==> src/rtl/uart_rx_cfg.sv <==
// UART receiver: 16x oversampling, 6-sample majority vote per bit, runtime parity and
// baud divisor, DATA_BITS/STOP_BITS build options, valid/ready holding register with overrun.
module uart_rx_cfg #(
  parameter int DATA_BITS   = 8,
  parameter int STOP_BITS   = 1,
  parameter int SYNC_STAGES = 2
) (
  input  logic                 clk,
  input  logic                 rst,
  input  logic                 rx,
  input  logic [15:0]          baud_div,
  input  logic [1:0]           parity_mode,
  output logic [DATA_BITS-1:0] data_out,
  output logic                 valid,
  input  logic                 ready,
  output logic                 parity_err,
  output logic                 frame_err,
  output logic                 overrun,
  output logic                 busy
);

  localparam logic [3:0] LAST_BIT  = 4'(DATA_BITS - 1);
  localparam logic       LAST_STOP = 1'(STOP_BITS - 1);

  typedef enum logic [2:0] {IDLE, START, DATA, PARITY, STOP} state_t;

  state_t                 state;
  logic [SYNC_STAGES-1:0] sync;
  logic                   rx_d;
  logic [15:0]            div_cnt, lat_div;
  logic [1:0]             lat_par;
  logic [3:0]             sub, bit_cnt;
  logic [2:0]             votes;
  logic                   stop_cnt;
  logic [DATA_BITS-1:0]   shreg;
  logic                   par_bad, frm_bad;
  logic                   done, pend_pe, pend_fe;

  logic rx_s, start_edge, tick, sample, decide, bit_val, par_on;
  assign rx_s       = sync[SYNC_STAGES-1];
  assign start_edge = rx_d & ~rx_s;
  assign tick       = (state != IDLE) && (div_cnt == lat_div);
  assign sample     = tick && (sub >= 4'd6) && (sub <= 4'd11);
  assign decide     = tick && (sub == 4'd12);
  assign bit_val    = (votes >= 3'd4);
  assign par_on     = lat_par[0] ^ lat_par[1];

  // Synchroniser idles high so reset never looks like a start edge.
  always_ff @(posedge clk or negedge rst) begin
    if (!rst) begin
      sync <= '1;
      rx_d <= 1'b1;
    end else begin
      sync <= {sync[SYNC_STAGES-2:0], rx};
      rx_d <= rx_s;
    end
  end

  always_ff @(posedge clk or negedge rst) begin
    if (!rst) begin
      state    <= IDLE;
      busy     <= 1'b0;
      div_cnt  <= '0;
      lat_div  <= '0;
      lat_par  <= '0;
      sub      <= '0;
      bit_cnt  <= '0;
      votes    <= '0;
      stop_cnt <= 1'b0;
      shreg    <= '0;
      par_bad  <= 1'b0;
      frm_bad  <= 1'b0;
      done     <= 1'b0;
      pend_pe  <= 1'b0;
      pend_fe  <= 1'b0;
    end else begin
      done <= 1'b0;
      if (state == IDLE) begin
        if (start_edge) begin
          state    <= START;
          busy     <= 1'b1;
          div_cnt  <= '0;
          sub      <= '0;
          votes    <= '0;
          bit_cnt  <= '0;
          stop_cnt <= 1'b0;
          par_bad  <= 1'b0;
          frm_bad  <= 1'b0;
          lat_div  <= baud_div;
          lat_par  <= parity_mode;
        end
      end else if (tick) begin
        div_cnt <= '0;
        sub     <= sub + 4'd1;
        if (sample) votes <= votes + {2'b00, rx_s};
        if (decide) begin
          votes <= '0;
          unique case (state)
            START: begin
              if (bit_val) begin
                state <= IDLE;
                busy  <= 1'b0;
              end else begin
                state <= DATA;
              end
            end
            DATA: begin
              shreg   <= {bit_val, shreg[DATA_BITS-1:1]};
              bit_cnt <= bit_cnt + 4'd1;
              if (bit_cnt == LAST_BIT) state <= par_on ? PARITY : STOP;
            end
            PARITY: begin
              par_bad <= ((^shreg) ^ bit_val) != (lat_par == 2'b10);
              state   <= STOP;
            end
            STOP: begin
              if (stop_cnt == LAST_STOP) begin
                // Frame ends at mid-stop so a back-to-back start edge is not missed.
                state   <= IDLE;
                busy    <= 1'b0;
                done    <= 1'b1;
                pend_pe <= par_bad;
                pend_fe <= frm_bad | ~bit_val;
              end else begin
                frm_bad  <= frm_bad | ~bit_val;
                stop_cnt <= stop_cnt + 1'b1;
              end
            end
            default: state <= IDLE;
          endcase
        end
      end else begin
        div_cnt <= div_cnt + 16'd1;
      end
    end
  end

  always_ff @(posedge clk or negedge rst) begin
    if (!rst) begin
      data_out   <= '0;
      valid      <= 1'b0;
      parity_err <= 1'b0;
      frame_err  <= 1'b0;
      overrun    <= 1'b0;
    end else begin
      overrun <= 1'b0;
      if (done && (!valid || ready)) begin
        data_out   <= shreg;
        parity_err <= pend_pe;
        frame_err  <= pend_fe;
        valid      <= 1'b1;
      end else begin
        if (done) overrun <= 1'b1;
        if (valid && ready) valid <= 1'b0;
      end
    end
  end

endmodule
==> config.mk <==
export PLATFORM = sky130hd
export DESIGN_NAME = uart_rx_cfg
export DESIGN_NICKNAME = d
export VERILOG_FILES = /design/src/rtl/uart_rx_cfg.sv
export SDC_FILE = /design/constraint.sdc
export NUM_CORES = 1
export LEC_CHECK = 0
export ABC_CLOCK_PERIOD_IN_PS = 2800
export CORE_ASPECT_RATIO = 2
export CORE_MARGIN = 10
export CORE_UTILIZATION = 57
export CTS_CLUSTER_SIZE = 14
export DETAILED_ROUTE_END_ITERATION = 7
export PLACE_DENSITY = 0.88
export SYNTH_ARGS = -nofsm -noshare
export SYNTH_HDL_FRONTEND = slang
export SYNTH_SLANG_ARGS = --single-unit
export TNS_END_PERCENT = 20
==> constraint.sdc <==
create_clock -name clk -period 2.8 [get_ports clk]
set_input_delay 0.56 -clock clk [delete_from_list [all_inputs] [get_ports clk]]
set_output_delay 0.56 -clock clk [all_outputs]
set_load 0.03 [all_outputs]
Yosys cells after proc, flatten, opt, wreduce, memory -nomap -nowiden
Index checks and enable logic that the tools add are counted.

Add/subtract/negate cells: 5. $mul: 0. Div/mod/pow operators: 0. Order comparisons: 3. Equal/unequal tests: 13. Shift operators: 0. Multiplexer cells: 55. Bitwise operators: 8. Reductions and logical operators: 31.

Operator list (number): $mux 16 (3); $mux 3 (12); $mux 1 (30); $mux 4 (7); $add 16x1->16 const B (1); $eq 16x16->1 (1); $reduce_and 4->1 (4); $reduce_and 5->1 (3); $reduce_bool 2->1 (7); $pmux 3 s4 (1); $ne 3x3->1 const B (3); $reduce_bool 3->1 (3); $add 4x1->4 const B (2); $reduce_xor 8->1 (1); $eq 3x2->1 const B (2); $logic_and 1x1->1 (6); $reduce_and 6->1 (1); $eq 4x3->1 const B (1); $eq 4x4->1 const B (1); $ge 4x3->1 const B (1); $le 4x4->1 const B (1); $not 1->1 (4); $reduce_and 2->1 (2); $add 3x1->3 (1); 16 further kinds (17).

Register bits after elaboration: 78. Latch bits: 0. RAM bits: 0. Memory bits (read-only): 0. Input port bits: 22. Output and inout bits: 13. Logic and storage cells: 137. Memories: 0.

Longest topological paths before layout
Gate-level depths: netlist (run 1).

Depth in word-level cells: 8. Depth in mapped cells: 8. Depth with buffers taken out: 7.

Worst setup path before layout (run 1)
Ideal clock, no wire load.

Kind: flip-flop to flip-flop. Start point: register div_cnt[9]. End point: register pend_fe. Setup time: 125 ps. Data arrival time: 1808 ps. Data required time: 2675 ps. Slack: 867 ps. Stages on the path, launching flop included: 7. Path buffers: 0. Period minus slack after synthesis: 1933 ps. Path through: dfrtp_1 -> xnor2_1 -> nand4_1 -> nor4_4 -> and2_1 -> nand3_1 -> mux2_2.

Longest elaborated chain between the ends: 4.

Ends and longest elaborated chain: start: declaration (RTL line 30) `logic [15:0] div_cnt, lat_div;`; start signal: assignment (RTL line 133) `div_cnt <= div_cnt + 16'd1;`; $eq 16x16->1 * (RTL line 42) `assign tick = (state != IDLE) && (div_cnt == lat_div);`; $logic_and 1x1->1 * (RTL line 42); $logic_and 1x1->1 (RTL line 44) `assign decide = tick && (sub == 4'd12);`; $reduce_and 5->1 (no line) *; end signal: assignment (RTL line 123) `pend_fe <= frm_bad | ~bit_val;`; end: declaration (RTL line 37) `logic done, pend_pe, pend_fe;`.

Mark *: on every way between the ends. The rest lies on a longest branch, timed or not. A chain may end at the register's enable or synchronous reset.

Worst setup path in the final report (run 1)
Start point: register div_cnt[14]. End point: register busy.

Longest elaborated chain between the ends: 5. Elaborated cells on any way between the ends: 6. Those cells by class: eq/ne: 1; reduce/logical: 5.

Ends and longest elaborated chain: $eq 16x16->1 * (RTL line 42); $logic_and 1x1->1 * (RTL line 42); $logic_and 1x1->1 (RTL line 44); $reduce_bool 2->1 (no line); $reduce_and 6->1 (no line) *; end signal: assignment (RTL line 62) `busy <= 1'b0;`; end signal: assignment (RTL line 81) `busy <= 1'b1;`; end signal: assignment (RTL line 102) `busy <= 1'b0;`; end: declaration (RTL line 19) `output logic busy`.

Marked as above.

==> qor.csv, run 1 <==
metric,value,unit
status,finished clean,
holdCritPathClass,primary input to asynchronous set/reset pin,
syn_area,3650,µm²
fmax,435,MHz
globalplace.congestion,0.841,
port_buffers,34,
syn-instance-count,364,
critPathSlowestCell,dfrtp_1,
start_util,0.583,
clk_pin_slew,0.06,ns
cpPeakStageDelay,0.42,ns
synth_flop_cell,dfrtp_1,
drtIter0Drc,197,
gr-total-overflow,0,
ant_nets,0,
synth_edf_count,0,
grt_pass1_vias,3011,
drcViolationCount,0,
diodes,0,
skew,0.00991,ns
grt_pass1_wl,13700,µm
critPathRequiredTime,3.00,ns
worstSkewPairLatency,0.34,ns
endpoint_kind,register,
syn_area_per_cell,10.0,µm²
wl_per_cell,16.1,µm
async_flop_share,1.00,
fin_crit_sh,0.821,
final_nets,431,
grt_max_degree,78,
cp_max_fo,15,
cts_tree,yes,
cts_hold_buf,0,
synth_seq_area_share,0.529,
h-tree-depth,3,
io_pins,35,
final_layout_size_suffix_gt1_frac,0.118,
p_int,2.42,mW
num_vias,2789,
cts-root-buf,clkbuf_16,
dpl.hpwl,5710,µm
viasPerCell,5.67,
grtUsageTotal,0.166,
ir_drop,0.000776,V
syn_to_final_growth,20.9,%
setup-violations-final,0,
coreArea,6260,µm²
max_cap_violations,0,
routed_wl,7910,µm
final_max_slew_viol_count,0,
antenna_found_initial,0,
layout_common_cells,"nand2_1 (82), dfrtp_1 (74), clkdlybuf4s50_1 (33)",
cts_max_path_buffers,2,
worst_pin_slew,0.952,ns
hold_ws,0.347,ns
power_frac_clock,0.353,
die_area,10200,µm²
synthDistinctLibCells,36,
leakagePower,2.07,nW
min_period,2.30,ns
worstSetupPathType,register to register,
comb_power_share,0.235,
ys_ff_latch,77,
rows,41,
setup.worst_path.start_class,register,
tns,0,ns
p_sw_frac,0.317,
crit_arrival,2.50,ns
layout_commonest_cell,nand2_1,
cts_buffers,9,
cts.sinks,77,
cts_setup_buffers,0,
die_w,76.6,µm
power.total,3.55,mW
p_sw,1.13,mW
synth_nets,394,
maxSlewHeadroom,0.366,
rsz0062_at_grt,no,
hold_viol_final,0,
ys_warn_count,0,
cts_resized,0,
dr.pass1.iters,4,
crit_chain,xnor2_1 -> nand4_1 -> nor4_4 -> buf_4 -> a31oi_1 -> a211oi_1 -> o22ai_1,
die_h,133,µm
powerDensity,804,nW/µm²
p_seq_frac,0.412,
power groups by stage:
stage	registers (mW)	clock network, mW	logic (mW)
3_3_place_gp	1.47	0	0.803
4_1_cts	1.46	1.27	0.838
5_1_grt	1.49	1.32	0.939
2_1_floorplan	1.41	0	0.608
6_report	1.46	1.25	0.833
3_5_place_dp	1.48	0	0.828
per-layer routing:
| metal | wire length, µm | track usage | vias up |
|---|---|---|---|
| met3 | 322 | 0.0398 | 38 |
| met4 | 435 | 0.131 | 0 |
| li1 | - | - | 1308 |
| met1 | 2740 | 0.151 | 1364 |
| met5 | 0 | 0 | - |
| met2 | 4410 | 0.304 | 79 |
critical path, delay by kind of cell (launching register included):
family | cells | cell delay [ns]
buffers and inverters | 1 | 0.27
flip-flops | 1 | 0.42
AND/OR/NAND/NOR | 2 | 0.54
XOR/XNOR | 1 | 0.28
AO/OA/AOI/OAI | 3 | 0.63
sequential cells by signal, summed over array words and instances, names as in the netlist, 2 cells and up:
name	flops
bit_cnt	4
data_out	8
div_cnt	16
lat_div	16
lat_par	2
shreg	8
state	3
sub	4
sync	2
votes	3
Yosys cell counts, types with 7 or more instances:
cell / n / area [µm²]
nand2_1: 82 / 308
dfrtp_1: 74 / 1850
xnor2_1: 28 / 245
o21ai_0: 21 / 105
mux2_2: 20 / 225
nor2_1: 14 / 52.6
clkbuf_1: 13 / 48.8
nand3_1: 12 / 60.1
inv_1: 11 / 41.3
nor3_1: 10 / 50.1
ha_1: 8 / 100
a21oi_1: 7 / 35.0
a31oi_1: 7 / 43.8
and3_1: 7 / 43.8
xor2_1: 7 / 61.3
path summary, 6_finish.rpt:
check,startpoint,endpoint,slack [ns],depth (start not counted)
max,div_cnt[14]$_DFFE_PN0P_,busy$_DFFE_PN0P_,0.50,7
max in group asynchronous,rst,div_cnt[1]$_DFFE_PN0P_,1.81,1
min,rst,votes[1]$_DFFE_PN0P_,0.35,1
max reg2reg,div_cnt[14]$_DFFE_PN0P_,busy$_DFFE_PN0P_,0.50,7
min in group clk,sync[0]$_DFF_PN1_,sync[1]$_DFF_PN1_,0.36,0
min reg2reg,sync[0]$_DFF_PN1_,sync[1]$_DFF_PN1_,0.36,0
final cells by class:
class / count / area (µm²)
timing repair buffer: 41 / 390
inverter: 11 / 41.3
sequential: 77 / 1930
fill: 453 / 1850
clock buffer: 10 / 229
clock inverter: 6 / 93.8
multi-input combinational: 261 / 1620
tap: 86 / 108
metrics by stage:
stage	worst slack, ns	cells	instance area [µm²]	utilization
floorplan	0.867	364	3650	-
global placement	0.646	476	4090	0.654
detailed placement	0.621	476	4090	0.654
CTS	0.540	492	4410	0.705
global route	0.340	492	4410	0.705
finish	0.503	492	4410	0.705
kinds of logic (layout without fill, tap and decap cells):
family,count (synthesis),count (layout),synth area share
XOR/XNOR,35,35,0.0840
multiplexers,20,20,0.0617
AND/OR/NAND/NOR,144,144,0.179
buffers and inverters,26,68,0.0274
adder cells (fa/ha/maj),8,8,0.0274
AO/OA/AOI/OAI,54,54,0.0922
flip-flops,77,77,0.529
No activity file was read; power rests on OpenSTA's default activity.
==> run 2, diff against run 1 <==
--- a/config.mk
+++ b/config.mk
@@ -5,13 +5,13 @@
 export SDC_FILE = /design/constraint.sdc
 export NUM_CORES = 1
 export LEC_CHECK = 0
-export ABC_CLOCK_PERIOD_IN_PS = 2800
+export ABC_CLOCK_PERIOD_IN_PS = 2000
 export CORE_ASPECT_RATIO = 2
 export CORE_MARGIN = 10
-export CORE_UTILIZATION = 57
+export CORE_UTILIZATION = 51
 export CTS_CLUSTER_SIZE = 14
 export DETAILED_ROUTE_END_ITERATION = 7
-export PLACE_DENSITY = 0.88
+export PLACE_DENSITY = 0.83
 export SYNTH_ARGS = -nofsm -noshare
 export SYNTH_HDL_FRONTEND = slang
 export SYNTH_SLANG_ARGS = --single-unit
==> constraint.sdc (replaced) <==
create_clock -name clk -period 2 [get_ports clk]
set_input_delay 0.4 -clock clk [delete_from_list [all_inputs] [get_ports clk]]
set_output_delay 0.4 -clock clk [all_outputs]
set_load 0.03 [all_outputs]
==> qor.csv, run 2 (synthesis results as in run 1) <==
metric,value,unit
worstSetupPathType,register to register,
diodes,0,
dr.pass1.iters,4,
setup.worst_path.start_class,register,
status,finished clean,
min_period,1.92,ns
power.total,4.91,mW
final_layout_size_suffix_gt1_frac,0.203,
layout_commonest_cell,nand2_1,
max_cap_violations,0,
wl_per_cell,16.9,µm
h-tree-depth,3,
routed_wl,8770,µm
fin_crit_sh,0.962,
critPathRequiredTime,2.23,ns
cts_tree,yes,
top_regs,"div_cnt: 16 flops, lat_div: 16 flops",
grt_pass1_vias,2966,
die_w,79.8,µm
coreArea,6940,µm²
crit_arrival,2.15,ns
worst_pin_slew,0.525,ns
syn_to_final_growth,27.4,%
clk_pin_slew,0.06,ns
worstSkewPairLatency,0.34,ns
skew,0.00648,ns
maxSlewHeadroom,0.649,
antenna_found_initial,0,
num_vias,2875,
fill_cells,483,
holdCritPathClass,register to register,
io_pins,35,
leakagePower,2.19,nW
cts.sinks,77,
rsz0062_at_grt,yes,
cts-root-buf,clkbuf_16,
final_max_slew_viol_count,0,
globalplace.congestion,0.923,
placedCellCount,500,
finalNonFillerCells,518,
powerDensity,1060,nW/µm²
dpl.hpwl,6330,µm
cts_buffers,9,
viasPerCell,5.55,
setup-violations-final,0,
grt_max_degree,50,
rows,43,
layout_common_cells,"nand2_1 (81), dfrtp_1 (72), clkdlybuf4s50_1 (33)",
r2r_slack,0.08,ns
fmax,520,MHz
ant_nets,0,
hold_viol_final,0,
drcViolationCount,0,
grt_pass1_wl,14000,µm
die_area,11100,µm²
start_util,0.526,
final_nets,453,
port_buffers,34,
drtIter0Drc,200,
grtUsageTotal,0.160,
endpoint_kind,register,
cp_max_fo,8,
die_h,140,µm
gr-total-overflow,0,
cts_max_path_buffers,2,
ir_drop,0.00116,V
## run 2: cell types whose count changed in the layout (fill, tap and decap cells not counted), moves of 3 or more
cell     before  now
buf_4         8   25
buf_6         0    3
nand3_1      12    9
nand3_2       1    4
## run 2: worst paths after layout
check | start | endpoint | cells past startpoint
max in group asynchronous | rst | lat_div[8]$_DFFE_PN0P_ | 3
setup reg to reg | lat_div[12]$_DFFE_PN0P_ | shreg[4]$_DFFE_PN0P_ | 7
hold / removal | sync[0]$_DFF_PN1_ | sync[1]$_DFF_PN1_ | 0
min in group asynchronous | rst | votes[0]$_DFFE_PN0P_ | 2
hold reg to reg | sync[0]$_DFF_PN1_ | sync[1]$_DFF_PN1_ | 0
setup / recovery | lat_div[12]$_DFFE_PN0P_ | shreg[4]$_DFFE_PN0P_ | 7
## run 2: timing repair
item	CTS	global route
endpoints found under the setup margin	26	23
pin swaps	2	7
endpoints found under the hold margin	25	0
buffers inserted	0	1
gates resized for setup	6	16
hold buffers	1	0
## run 2: stage by stage
stage	hold slack (ns)	setup slack, ns	setup TNS, ns	instance area (µm²)	utilization
after floorplan	0.104	0.0671	0	3650	-
after global placement	0.340	-0.0225	-0.0225	4260	0.613
after detailed placement	0.346	-0.121	-0.425	4260	0.613
after CTS	0.358	0.00587	0	4570	0.659
after global routing	0.361	-0.0561	-0.338	4650	0.670
final	0.356	0.0766	0	4650	0.670
## run 2: per-layer routing
layer / track usage / routed length (µm) / vias to the layer above
met5: 0 / 0 / -
met4: 0.135 / 495 / 0
met3: 0.0316 / 385 / 32
met2: 0.291 / 4980 / 83
met1: 0.142 / 2910 / 1406
li1: - / - / 1354
## run 2: worst max-delay path, cell delays in order (launching register included)
cell and delay [ns]:
dfrtp_1 0.42, xnor2_1 0.19, nand4_1 0.17, nor4_4 0.31, buf_6 0.17, nand3_2 0.10
buf_6 0.17, mux2_2 0.28
## run 2: layout make-up
type / count / area (µm²) / area share
flip-flops and latches: 77 / 1930 / 0.416
multi-input cells: 261 / 1700 / 0.365
repair buffers: 63 / 582 / 0.125
clock buffers: 9 / 225 / 0.0484
well taps: 90 / 113 / 0.0242
clock inverters: 7 / 58.8 / 0.0126
inverters: 11 / 41.3 / 0.00888
## run 2: where the power goes
group          switching (mW)  internal [mW]
Combinational           0.798          0.576
Sequential              0.210           1.80
Clock                   0.671          0.856
